===== src/rtl/baej_pkg.sv =====
// Shared constants for the Baej 16-bit processor control path.
// Opcodes, ALU functions, write-back selects and FSM state codes.
package baej_pkg;

  localparam logic [3:0] OP_ADD  = 4'h0;
  localparam logic [3:0] OP_SUB  = 4'h1;
  localparam logic [3:0] OP_AND  = 4'h2;
  localparam logic [3:0] OP_OR   = 4'h3;
  localparam logic [3:0] OP_SLT  = 4'h4;
  localparam logic [3:0] OP_ADDI = 4'h5;
  localparam logic [3:0] OP_LW   = 4'h6;
  localparam logic [3:0] OP_SW   = 4'h7;
  localparam logic [3:0] OP_BEQ  = 4'h8;
  localparam logic [3:0] OP_BNE  = 4'h9;
  localparam logic [3:0] OP_J    = 4'hA;
  localparam logic [3:0] OP_CALL = 4'hB;
  localparam logic [3:0] OP_RET  = 4'hC;
  localparam logic [3:0] OP_IN   = 4'hD;
  localparam logic [3:0] OP_OUT  = 4'hE;
  localparam logic [3:0] OP_NOP  = 4'hF;

  localparam logic [2:0] ALU_ADD   = 3'b000;
  localparam logic [2:0] ALU_SUB   = 3'b001;
  localparam logic [2:0] ALU_AND   = 3'b010;
  localparam logic [2:0] ALU_OR    = 3'b011;
  localparam logic [2:0] ALU_SLT   = 3'b100;
  localparam logic [2:0] ALU_PASSB = 3'b111;

  localparam logic [1:0] RS_ALU = 2'd0;
  localparam logic [1:0] RS_MEM = 2'd1;
  localparam logic [1:0] RS_IO  = 2'd2;
  localparam logic [1:0] RS_RA  = 2'd3;

  typedef enum logic [4:0] {
    S_FETCH    = 5'd0,
    S_DECODE   = 5'd1,
    S_ALU_R    = 5'd2,
    S_ALU_WB   = 5'd3,
    S_ADDI_EX  = 5'd4,
    S_ADDI_WB  = 5'd5,
    S_MEM_ADDR = 5'd6,
    S_LW_RD    = 5'd7,
    S_LW_WB    = 5'd8,
    S_SW_WR    = 5'd9,
    S_BRANCH   = 5'd10,
    S_JUMP     = 5'd11,
    S_CALL     = 5'd12,
    S_RET      = 5'd13,
    S_IN_WB    = 5'd14,
    S_OUT      = 5'd15,
    S_RESET    = 5'd31
  } state_e;

endpackage


===== src/rtl/baej_control_fsm.sv =====
// Multi-cycle control FSM for the Baej processor.
// Sequences PC/memory and register/ALU strobes from the opcode.
module baej_control_fsm
  import baej_pkg::*;
(
  input  logic       clk,
  input  logic       Reset,
  input  logic [3:0] op,
  output logic       PCsrc,
  output logic       writePC,
  output logic       writeRA,
  output logic       ImRPC,
  output logic       Memsrc,
  output logic       MemW1,
  output logic       MemW2,
  output logic       MemR1,
  output logic       MemR2,
  output logic       writeCR,
  output logic       writeImR,
  output logic       backup,
  output logic       restore,
  output logic [1:0] Regsrc,
  output logic       RegW1,
  output logic       RegW2,
  output logic       RegR1,
  output logic       RegR2,
  output logic       ALUsrc,
  output logic       cmpeq,
  output logic       cmpne,
  output logic [2:0] ALUop,
  output logic [4:0] current_state,
  output logic [4:0] next_state
);

  state_e     state_q, state_d;
  logic [2:0] alu_r_op;

  // State register; reset wins even mid-instruction
  always_ff @(posedge clk) begin
    if (Reset) state_q <= S_RESET;
    else       state_q <= state_d;
  end

  // Next-state decode; op only matters in DECODE and MEM_ADDR
  always_comb begin
    state_d = S_FETCH;
    if (Reset) begin
      state_d = S_RESET;
    end else begin
      case (state_q)
        S_FETCH:   state_d = S_DECODE;
        S_DECODE: begin
          case (op)
            OP_ADD, OP_SUB, OP_AND,
            OP_OR, OP_SLT:   state_d = S_ALU_R;
            OP_ADDI:         state_d = S_ADDI_EX;
            OP_LW, OP_SW:    state_d = S_MEM_ADDR;
            OP_BEQ, OP_BNE:  state_d = S_BRANCH;
            OP_J:            state_d = S_JUMP;
            OP_CALL:         state_d = S_CALL;
            OP_RET:          state_d = S_RET;
            OP_IN:           state_d = S_IN_WB;
            OP_OUT:          state_d = S_OUT;
            default:         state_d = S_FETCH;
          endcase
        end
        S_MEM_ADDR: begin
          if (op == OP_SW)      state_d = S_SW_WR;
          else if (op == OP_LW) state_d = S_LW_RD;
          else                  state_d = S_FETCH;
        end
        S_ALU_R:   state_d = S_ALU_WB;
        S_ADDI_EX: state_d = S_ADDI_WB;
        S_LW_RD:   state_d = S_LW_WB;
        default:   state_d = S_FETCH;
      endcase
    end
  end

  // R-type ALU function comes straight from the low opcode bits
  assign alu_r_op = (op <= OP_SLT) ? op[2:0] : ALU_ADD;

  // Output decode: Moore on state, except ALUop/compare select
  always_comb begin
    PCsrc    = 1'b0;
    writePC  = 1'b0;
    writeRA  = 1'b0;
    ImRPC    = 1'b0;
    Memsrc   = 1'b0;
    MemW1    = 1'b0;
    MemW2    = 1'b0;
    MemR1    = 1'b0;
    MemR2    = 1'b0;
    writeCR  = 1'b0;
    writeImR = 1'b0;
    backup   = 1'b0;
    restore  = 1'b0;
    Regsrc   = RS_ALU;
    RegW1    = 1'b0;
    RegW2    = 1'b0;
    RegR1    = 1'b0;
    RegR2    = 1'b0;
    ALUsrc   = 1'b0;
    cmpeq    = 1'b0;
    cmpne    = 1'b0;
    ALUop    = ALU_ADD;
    case (state_q)
      S_FETCH: begin
        MemR1   = 1'b1;
        writePC = 1'b1;
      end
      S_DECODE: begin
        RegR1    = 1'b1;
        RegR2    = 1'b1;
        writeImR = 1'b1;
      end
      S_ALU_R: ALUop = alu_r_op;
      S_ALU_WB: begin
        RegW1 = 1'b1;
        ALUop = alu_r_op;
      end
      S_ADDI_EX:  ALUsrc = 1'b1;
      S_ADDI_WB: begin
        ALUsrc = 1'b1;
        RegW1  = 1'b1;
      end
      S_MEM_ADDR: ALUsrc = 1'b1;
      S_LW_RD: begin
        MemR2  = 1'b1;
        Memsrc = 1'b1;
        ALUsrc = 1'b1;
      end
      S_LW_WB: begin
        RegW1  = 1'b1;
        Regsrc = RS_MEM;
      end
      S_SW_WR: begin
        MemW2  = 1'b1;
        Memsrc = 1'b1;
        ALUsrc = 1'b1;
        RegR2  = 1'b1;
      end
      // writePC is qualified by the compare result in the datapath
      S_BRANCH: begin
        ALUop   = ALU_SUB;
        cmpeq   = (op == OP_BEQ);
        cmpne   = (op == OP_BNE);
        writePC = 1'b1;
        PCsrc   = 1'b1;
        ImRPC   = 1'b1;
      end
      S_JUMP: begin
        writePC = 1'b1;
        PCsrc   = 1'b1;
      end
      S_CALL: begin
        writeRA = 1'b1;
        backup  = 1'b1;
        writePC = 1'b1;
        PCsrc   = 1'b1;
      end
      S_RET: begin
        restore = 1'b1;
        writePC = 1'b1;
        PCsrc   = 1'b1;
        ImRPC   = 1'b1;
      end
      S_IN_WB: begin
        RegW1  = 1'b1;
        Regsrc = RS_IO;
      end
      S_OUT: begin
        RegR1   = 1'b1;
        writeCR = 1'b1;
      end
      default: ;
    endcase
  end

  assign current_state = state_q;
  assign next_state    = state_d;

endmodule


===== config.mk =====
export PLATFORM = sky130hd
export DESIGN_NAME = baej_control_fsm
export DESIGN_NICKNAME = d
export VERILOG_FILES = /design/src/rtl/baej_pkg.sv /design/src/rtl/baej_control_fsm.sv
export SDC_FILE = /design/constraint.sdc
export NUM_CORES = 1
export LEC_CHECK = 0
export ABC_AREA = 1
export CORE_MARGIN = 3
export CORE_UTILIZATION = 40
export DETAILED_ROUTE_END_ITERATION = 8
export GPL_ROUTABILITY_DRIVEN = 1
export PLACE_DENSITY = 0.84
export SLEW_MARGIN = 20
export SYNTH_ARGS = -nofsm -noshare
export SYNTH_HDL_FRONTEND = slang
export SYNTH_SLANG_ARGS = --single-unit
export TNS_END_PERCENT = 1

===== constraint.sdc =====
create_clock -name clk -period 2.46 [get_ports clk]
set_clock_uncertainty 0.15 [all_clocks]
set_input_delay 0.369 -clock clk [delete_from_list [all_inputs] [get_ports clk]]
set_output_delay 0.369 -clock clk [all_outputs]
set_load 0.02 [all_outputs]

After elaboration in Yosys (flattened, before gate mapping):

Memory sizes are Yosys's and may differ from the RTL's.
Cells that the tools add are included.

* equal/unequal tests: 19
* multiplexer cells: 24
* order comparisons: 1
* reduce and logical (&&, ||, !) cells: 10

Operators with widths (number)
* equality test 5 x 4 -> 1 bit (second input constant): 8
* case mux 5 bit (6 select lines): 1
* equality test 5 x 3 -> 1 bit (second input constant): 4
* 2-to-1 mux 1 bit: 17
* equality test 5 x 2 -> 1 bit (second input constant): 2
* OR reduction 2 bit: 5
* OR reduction 5 bit: 2
* equality test 4 x 3 -> 1 bit (second input constant): 2
* equality test 4 bit (second input constant): 2
* OR reduction 4 bit: 2
* 2-to-1 mux 3 bit: 2
* case mux 3 bit (2 select lines): 1
* equality test 5 x 1 -> 1 bit (second input constant): 1
* logical NOT 5 bit: 1
* 2-to-1 mux 5 bit: 1
* <= comparator 4 x 3 -> 1 bit (second input constant): 1
* 2-to-1 mux 4 bit: 1
* case mux 2 bit (2 select lines): 1

* memories: 1
* bits in read-only memories: 64
* input bits: 6
* flip-flop bits (word level): 5
* output and inout bits: 35

Memory list
* (name not given): words 16, bits a word 4, read ports 1, clocked after Yosys merged registers in 0, wr ports 0, line baej_control_fsm.sv:53 `case (op)`

Longest topological paths before layout:

Gate-level depths: netlist of the first run.

* word-level depth: 5
* mapped depth: 7
* mapped depth without buffers: 7

Worst setup path after synthesis of the first run:

No wires, ideal clock.

* path type: register to output
* start: reg state_q[3] (netlist: current_state[3])
* end: out writeRA
* setup slack: 333 ps
* required time: 1941 ps
* cell stages (with the launch flop): 6
* arrival: 1608 ps
* cells stage by stage: dfxtp_1 nand2_1 nor2_1 inv_1 nor3_1 buf_4

* word-level cells in the longest chain between the ends: 2

Ends and longest elaborated chain
* from (decl): line baej_control_fsm.sv:35 `state_e state_q, state_d;`
* from (signal assigned): line baej_control_fsm.sv:41 `else state_q <= state_d;`
* equality test 5 x 4 -> 1 bit
* 2-to-1 mux 1 bit
* to (decl): line baej_control_fsm.sv:11 `output logic writeRA,`

No other way between the ends.

Final worst setup path of the first run:

* start: in op[0]
* end: out ALUop[0]

* word-level cells in the longest chain between the ends: 3

Ends and longest elaborated chain
* from (decl): line baej_control_fsm.sv:8 `input logic [3:0] op,`
* <= comparator 4 x 3 -> 1 bit: line baej_control_fsm.sv:81 `assign alu_r_op = (op <= OP_SLT) ? op[2:0] : ALU_ADD;`
* 2-to-1 mux 3 bit (*): line baej_control_fsm.sv:81
* case mux 3 bit (2 select lines) (*): line baej_control_fsm.sv:107 `case (state_q)`
* to (decl): line baej_control_fsm.sv:30 `output logic [2:0] ALUop,`

Every way passes the cells marked *; elsewhere a longest branch is shown, timed or not.

==> reports/results.ini, run 1 <==
[floorplan]
ioPinCount=41
coreArea_mm2=0.00159
die-area_mm2=0.00232
die_width_um=48.1
start_util=0.445
rows=14
die_y_um=48.1

[grt]
grt_pass1_vias=789
grt.overflow.total=0
grt_usage=0.183
grt_max_degree=9
grt_first_pass_wirelength_um=3100
antenna_found_initial=0

[setup_path]
crit_family=buffers and inverters
path_cells=clkdlybuf4s50_1 > inv_1 > ha_2 > o21ai_2 > or2_1 > o21ai_1 > clkdlybuf4s15_2
r2r-start=current_state[3]
cpMaxStageDelayCell=clkdlybuf4s50_1
cp.buffers_inverters=3
worstPathRequired_ns=1.94
critical_path_class=in -> out
crit_path_start_kind=primary input
worstPathArrival_ns=1.89
reg2reg_to=current_state[2]
cp_max_fo=5
worst-r2r-cell-count=6
endpoint_kind=primary output
slowest_delay_ns=0.44
r2r_setup_slack_ns=1.08

[logic_synthesis]
yosysTopAreaCellShare=0.169
ys.warnings.count=0
synth-seq-area-share=0.141
synth.ff_latch_count=5
synthTopCellsByArea=nand2_1 (17%), dfxtp_1 (14%), ha_1 (12%), inv_1 (12%), nand4_1 (7.9%)
synthesis.instances=121
yosysTopAreaCell=nand2_1
netlist_area_um2=709
avgSynthCellArea_um2=5.86
synth.distinct_cells=22

[cts]
cts_tree=yes
clock_latency_ns=0.24
cts.clk_slew.worst_paths_ns=0.04
ctsHoldBuffers=0
htreeDepth=1
numCtsBuffers=3
clockBufferDepth=2
clock_sinks=5
clock-root-buffer=clkbuf_4

[timing]
period_minus_slack_ns=2.41
final-hold-violation-count=0
fin_ws_ns=0.0545
report.final.slew_viol_count=0
max_freq_ghz=0.416
rsz0062_at_grt=true
period_share=0.978
finalSetupViolations=0

[pwr]
powerDensity_mw_per_mm2=296
p_switching_mw=0.129
p_leak_nw=0.639
switching_share=0.374
clock_power_share=0.269
ir_drop_mv=0.167
power_frac_comb=0.454
total_power_mw=0.345
seq_power_share=0.277
intPower_mw=0.216

[min_path]
hold_path.class=in -> reg
hold_end=current_state[4]
whs_path_depth=1
holdCritStartpoint=Reset

[layout]
final_cells=191
syn2layout_area_growth_pct=64.2
antenna_cells=0
layout-drive-gt1-share=0.162
fin_nets=181
largest_reg_flops=5

[detailed_routing]
route.detailed.drc=0
postRouteAntennaNets=0
first_pass_iters=4
routed_wl_um=2010
wl_per_cell_um=10.5
via_count=927
viasPerCell=4.85
first_iter_violations=31

[placed_design]
dp_worst_setup_slack_ns=-0.305
dp.cells=187
dp_hpwl_um=1750
port-buffer-count=38
globalplace.congestion=0.900

[run_status]
outcome=finished, final reports clean

[flow_run]
max_cap_viol_count=0

stage by stage:
stage / utilization / instance area, um^2 / hold WS, ns / TNS, ns
global placement: 0.721 / 1150 / 0.520 / -1.32
global route: 0.731 / 1160 / 0.490 / -0.0918
CTS: 0.734 / 1170 / 0.484 / 0
detailed placement: 0.721 / 1150 / 0.533 / -1.81
floorplan: - / 713 / 0.309 / 0
finish: 0.731 / 1160 / 0.490 / 0
cells by family (layout without fill, tap and decap cells):
logic type,after synthesis,after routing,synth area share
AOI/OAI and AO/OA,6,6,0.0582
and+or+nand+nor,72,72,0.487
DFF,5,5,0.141
adders and majority gates,7,7,0.123
buffers and inverters,30,75,0.185
other,1,2,0.00529
power groups by stage:
stage / Combinational, mW / Sequential (mW) / Clock [mW]
global placement: 0.157 / 0.0964 / 0
CTS: 0.158 / 0.0953 / 0.0951
finish: 0.156 / 0.0956 / 0.0927
detailed placement: 0.160 / 0.0967 / 0
floorplan: 0.0855 / 0.102 / 0
global route: 0.172 / 0.0961 / 0.101
repair_timing:
| item | in CTS | in global routing |
|---|---|---|
| buffers inserted | 0 | 0 |
| endpoints found under the setup margin | 9 | 9 |
| resized for setup | 13 | 9 |
| pin swaps | 0 | 0 |
cell usage in the layout, fill, tap and decap left out, types with 3 or more instances in the layout:
cell type and n:
nand3_1 7, nor3_1 4, ha_1 6, clkbuf_4 3, nand2_2 3, nand4_1 9
clkdlybuf4s50_1 28, dfxtp_1 5, nand2_1 32, dlygate4sd2_1 4, inv_1 22, nor2_1 9
buf_4 9
per-layer routing:
| layer | global-route usage | wire (um) | vias up |
|---|---|---|---|
| li1 | - | - | 471 |
| met1 | 0.193 | 786 | 414 |
| met4 | 0.0860 | 27 | 0 |
| met3 | 0.0185 | 113 | 4 |
| met2 | 0.356 | 1080 | 38 |
| met5 | 0 | 0 | - |
worst max path at each step:
stage | start | end | slack [ns] | depth (start not counted)
6_report | op[0] | ALUop[0] | 0.05 | 7
5_1_grt | op[1] | ALUop[0] | -0.05 | 7
4_1_cts | op[0] | next_state[1] | 0.0008 | 8
3_5_place_dp | op[0] | ALUop[0] | -0.30 | 7
3_3_place_gp | op[0] | ALUop[0] | -0.23 | 7
2_1_floorplan | current_state[3] | writeRA | 0.33 | 5
final cells by class:
cell class,instances,area [um^2]
flip-flops and latches,5,100
inverters,24,90.1
fillers,138,429
well taps,24,30.0
repair buffers,47,432
multi-input cells,87,487
clock buffers,4,26.3
synthesized netlist by cell type (all sizes together):
cell,count
nor2,12
nand2,35
ha,7
nand3b,1
o21ai,3
conb,1
buf,5
clkbuf,1
dfxtp,5
o211ai,1
nand4,9
or2,2
nor3,4
nand3,7
o22ai,1
a21oi,1
nor3b,2
inv,24
Note: power is estimated with default switching activity, not from simulation.
==> run 2: changes to the inputs <==
Settings changed: GPL_TIMING_DRIVEN from default to 0, SETUP_SLACK_MARGIN from default to 0.1.
==> run 2 against run 1 <==
  * Maximum frequency grew 4.0%
  * Global-route usage is essentially flat
  * Die area is the same
  * Critical path depth shrank 1
  * Cell count shrank 2.1%
==> reports/results.ini, run 2 (same netlist as run 1, synthesis figures left out) <==
[run_status]
outcome=finished, final reports clean

[timing]
final-hold-violation-count=0  ; unchanged
report.final.slew_viol_count=0  ; unchanged
finalSetupViolations=0  ; unchanged
rsz0062_at_grt=true
period_share=0.940  ; -0.0377
max_freq_ghz=0.432  ; +4.0%
period_minus_slack_ns=2.31  ; -0.0927 ns

[setup_path]
reg2reg_to=current_state[2]
r2r-start=current_state[1]
worst-r2r-cell-count=5  ; -1
worstPathRequired_ns=1.94  ; about the same
crit_start=current_state[1]
cp_max_fo=7  ; +2
crit_path_start_kind=flop
endpoint_kind=primary output
r2r_setup_slack_ns=1.19  ; +0.11 ns
worstPathArrival_ns=1.79  ; -0.10 ns
cp-endpoint=ALUsrc
critical_path_class=reg -> out

[floorplan]
start_util=0.445  ; unchanged
die-area_mm2=0.00232  ; unchanged
die_width_um=48.1  ; unchanged
die_y_um=48.1  ; unchanged
coreArea_mm2=0.00159  ; unchanged
ioPinCount=41  ; unchanged
rows=14  ; unchanged

[pwr]
seq_power_share=0.277  ; about the same
powerDensity_mw_per_mm2=304  ; +2.7%
ir_drop_mv=0.167  ; +0.24%
intPower_mw=0.211  ; -2.1%
switching_share=0.387  ; +0.0126
power_frac_comb=0.439  ; -0.015
total_power_mw=0.344  ; -0.11%
p_leak_nw=0.629  ; -1.5%
clock_power_share=0.283  ; +0.014
p_switching_mw=0.133  ; +3.3%

[cts]
clockBufferDepth=2  ; unchanged
htreeDepth=1  ; unchanged
cts.clk_slew.worst_paths_ns=0.05  ; about the same
clock_latency_ns=0.24  ; about the same
numCtsBuffers=3  ; unchanged
clock_sinks=5  ; unchanged
clock-root-buffer=clkbuf_4
cts_tree=yes

[detailed_routing]
routed_wl_um=1950  ; -3.0%
first_iter_violations=27  ; -13%
route.detailed.drc=0  ; unchanged
wl_per_cell_um=10.4  ; -0.97%
postRouteAntennaNets=0  ; unchanged
first_pass_iters=4  ; unchanged
via_count=885  ; -4.5%
viasPerCell=4.73  ; -2.5%

[layout]
fin_nets=177  ; -2.2%
layout_common_cells=nand2_1 (32), clkdlybuf4s50_1 (23), inv_1 (19)
antenna_cells=0  ; unchanged
num-fill-cells=150  ; +8.7%
finalCoreUtilization=0.711  ; -0.0196
layout-drive-gt1-share=0.147  ; -0.0144
syn2layout_area_growth_pct=59.8
largest_reg_flops=5  ; unchanged
final_cells=187  ; -2.1%
register_area_um2=100  ; unchanged
layout_commonest_cell=nand2_1
multi_input_area_um2=484  ; -0.51%

[grt]
antenna_found_initial=0  ; unchanged
grt_max_degree=9  ; unchanged
grt_usage=0.183  ; -0.000476
grt_first_pass_wirelength_um=3080  ; -0.45%
grt_pass1_vias=790  ; +0.13%
grt.overflow.total=0  ; unchanged

[placed_design]
dp.cells=183  ; -2.1%
globalplace.congestion=0.864  ; -4.0%
port-buffer-count=37  ; -2.6%
dp_hpwl_um=1630  ; -7.0%

[min_path]
hold_path.class=in -> reg

[flow_run]
max_cap_viol_count=0  ; unchanged

[run 2: cell count changes in the layout (fill, tap and decap cells not counted)]
cell,change
buf_4,-3
clkbuf_2,-2
ha_1,+1
dlygate4sd2_1,+5
ha_2,-1
clkdlybuf4s15_2,+1
inv_2,+3
clkdlybuf4s50_1,-5
buf_2,-1
clkbuf_1,+1
inv_1,-3
[run 2: what timing repair did]
action | CTS | global route
setup endpoints to repair | 11 | 10
gates resized for setup | 20 | 3
hold endpoints to repair | 0 | 0
hold buffers | 0 | 0
cloned | 0 | 0
buffers inserted | 0 | 0
[run 2: area by class of cell]
type	instances	area share
Clock buffer	4	0.0232
Tap cell	24	0.0265
Multi-Input combinational cell	87	0.427
Buffer	6	0.0364
Inverter	24	0.0795
Sequential cell	5	0.0883
Timing Repair Buffer	37	0.319
[run 2: stage by stage]
step | setup WS, ns | hold WS (ns) | TNS (ns) | cell area, um^2
2_1_floorplan | 0.333 | 0.309 | 0 | 713
3_3_place_gp | -0.322 | 0.520 | -1.75 | 1110
3_5_place_dp | -0.343 | 0.543 | -1.96 | 1110
4_1_cts | 0.133 | 0.382 | 0 | 1130
5_1_grt | 0.0470 | 0.425 | 0 | 1130
6_report | 0.147 | 0.384 | 0 | 1130
[run 2: critical path, stage by stage (launching register included)]
cell	delay, ns
dfxtp_1	0.37
inv_1	0.17
nand2_2	0.13
nor2_1	0.17
inv_1	0.07
nand2_1	0.06
clkdlybuf4s50_1	0.59
[run 2: layer usage]
layer,up-vias,track usage,share of wire
met5,-,0,0
met4,0,0.0860,0.0036
met3,2,0.0221,0.079
met2,41,0.351,0.53
met1,385,0.194,0.39
li1,457,-,-
[run 2: how the worst min path moves through the flow]
stage,cells past startpoint,from,to
global route,4,op[2],current_state[0]
finish,4,op[2],current_state[0]
CTS,4,op[2],current_state[0]
floorplan,1,Reset,current_state[4]
detailed placement,3,current_state[0],current_state[0]
global placement,3,current_state[2],current_state[0]
[run 2: power by group through the flow]
| stage | clock, mW | combinational, mW | sequential, mW |
|---|---|---|---|
| CTS | 0.0984 | 0.151 | 0.0953 |
| finish | 0.0976 | 0.151 | 0.0955 |
| floorplan | 0 | 0.0855 | 0.102 |
| global placement | 0 | 0.151 | 0.0965 |
| global route | 0.107 | 0.165 | 0.0960 |
| detailed placement | 0 | 0.154 | 0.0967 |
==> run 3: changes to the inputs <==
Settings changed: CORE_MARGIN 3 to 2.
==> run 3 against run 2 <==
  * Global-route usage rose by 1.2 points
  * Worst setup slack improved by 0.044 ns
  * Die area fell by 8.1%
  * Via count rose by 2.1%
  * Clock-buffer cell count did not move
  * Wire length fell by 1.8%
  * Highest routed layer unchanged
  * Cell count fell by 3.7%
  * First-iteration DRC count fell by 44%
  * Hold slack improved by 0.0013 ns
  * Largest cell class unchanged
  * Utilization fell by 3.9 points
  * Critical endpoint is now RegW1
  * Sequential power rose by 0.8%
==> reports/results.ini, run 3 (same netlist as run 1, synthesis figures left out) <==
[layout]
antenna_cells=0  ; unchanged
fin_nets=177  ; unchanged
layout-drive-gt1-share=0.147  ; unchanged
multi_input_area_um2=484  ; unchanged
layout_common_cells=nand2_1 (32), inv_1 (20), clkdlybuf4s50_1 (20)
register_area_um2=101  ; +1.2%
syn2layout_area_growth_pct=60.1
layout_commonest_cell=nand2_1
num-fill-cells=150  ; unchanged
finalCoreUtilization=0.673  ; -0.0386
largest_reg_flops=5  ; unchanged

[timing]
whs_ns=0.385  ; +0.00131 ns
period_share=0.922  ; -0.0178
max_freq_ghz=0.441  ; +1.9%
final-hold-violation-count=0  ; unchanged
period_minus_slack_ns=2.27  ; -0.0439 ns
rsz0062_at_grt=false
finalSetupTns_ns=0  ; unchanged
finalSetupViolations=0  ; unchanged
report.final.slew_viol_count=0  ; unchanged

[detailed_routing]
viasPerCell=5.02  ; +6.1%
routed_wl_um=1910  ; -1.8%
route.detailed.drc=0  ; unchanged
postRouteAntennaNets=0  ; unchanged
first_pass_iters=4  ; unchanged
via_count=904  ; +2.1%
first_iter_violations=15  ; -44%
wl_per_cell_um=10.6  ; +2.0%

[grt]
grt_max_degree=9  ; unchanged
grt_first_pass_wirelength_um=3040  ; -1.6%
grt_pass1_vias=781  ; -1.1%
grt.overflow.total=0  ; unchanged
antenna_found_initial=0  ; unchanged
grt_usage=0.195  ; +0.0123

[min_path]
hold_path.class=in -> reg

[cts]
postCtsSetupBuffers=0  ; unchanged
clock_sinks=5  ; unchanged
cts.clk_slew.worst_paths_ns=0.05  ; about the same
numCtsBuffers=3  ; unchanged
clockBufferDepth=2  ; unchanged
clock_latency_ns=0.24  ; about the same
htreeDepth=1  ; unchanged
clock-root-buffer=clkbuf_4
cts_tree=yes

[floorplan]
start_util=0.420  ; -0.0251
die_y_um=46.1  ; -4.2%
rows=15  ; +1
coreArea_mm2=0.00169  ; +6.0%
die_width_um=46.1  ; -4.2%
die-area_mm2=0.00213  ; -8.1%
ioPinCount=41  ; unchanged

[pwr]
powerDensity_mw_per_mm2=300  ; -1.2%
ir_drop_mv=0.244  ; +46%
p_leak_nw=0.686  ; +8.9%

[setup_path]
cp_max_fo=5  ; -2
worstPathArrival_ns=1.75  ; -0.04 ns
endpoint_kind=primary output
crit_path_start_kind=flop
critical_path_class=reg -> out
worstPathRequired_ns=1.94  ; about the same

[placed_design]
port-buffer-count=37  ; unchanged
globalplace.congestion=0.895  ; +3.6%
dp_hpwl_um=1590  ; -2.5%

[run_status]
outcome=finished, final reports clean

[flow_run]
max_cap_viol_count=0  ; unchanged

## run 3: cell type report
class	count	share of cell area
repair buffers	37	0.327
flip-flops and latches	5	0.0892
plain buffers	6	0.0363
clock buffers	4	0.0231
inverters	24	0.0793
multi-input cells	87	0.426
well taps	17	0.0187
## run 3: metal layers
layer / vias to the layer above / global-route usage / share of wire
li1: 461 / - / -
met1: 390 / 0.195 / 0.38
met2: 49 / 0.358 / 0.51
met3: 4 / 0.0431 / 0.093
met4: 0 / 0.120 / 0.016
met5: - / 0 / 0
## run 3: repair_timing
| action | CTS | global route |
|---|---|---|
| setup endpoints to repair | 11 | 10 |
| hold buffers | 0 | 0 |
| pin swaps | 0 | 0 |
| gates resized for setup | 18 | 7 |
## run 3: final timing paths
check	start	end	slack (ns)	depth (start not counted)
worst max register to register	current_state[4]	current_state[3]	1.22	5
worst max-delay path	current_state[2]	RegW1	0.19	6
worst min register to register	current_state[0]	current_state[0]	0.56	3
worst min-delay path	op[2]	current_state[0]	0.39	4
## run 3: critical path, stage by stage, from the launching register on
cell	delay (ns)
dfxtp_1	0.35
inv_1	0.12
nand3b_1	0.16
inv_1	0.12
nand2_1	0.07
nand4_1	0.08
clkdlybuf4s50_1	0.60
## run 3: where the power goes
| group | switching [mW] | total [mW] | leakage [nW] | internal, mW |
|---|---|---|---|---|
| logic | 0.0871 | 0.149 | 0.628 | 0.0620 |
| registers | 0.00923 | 0.0963 | 0.0422 | 0.0870 |
| clock network | 0.0341 | 0.0955 | 0.0150 | 0.0614 |
| total | 0.130 | 0.341 | 0.686 | 0.210 |
## run 3: metrics by stage
stage	setup WS (ns)	instances	power, mW	cell area, um^2
2_1_floorplan	0.333	122	0.187	713
3_3_place_gp	-0.325	176	0.247	1100
3_5_place_dp	-0.353	176	0.251	1100
4_1_cts	0.105	180	0.341	1120
5_1_grt	0.101	180	0.362	1140
6_report	0.191	180	0.341	1140
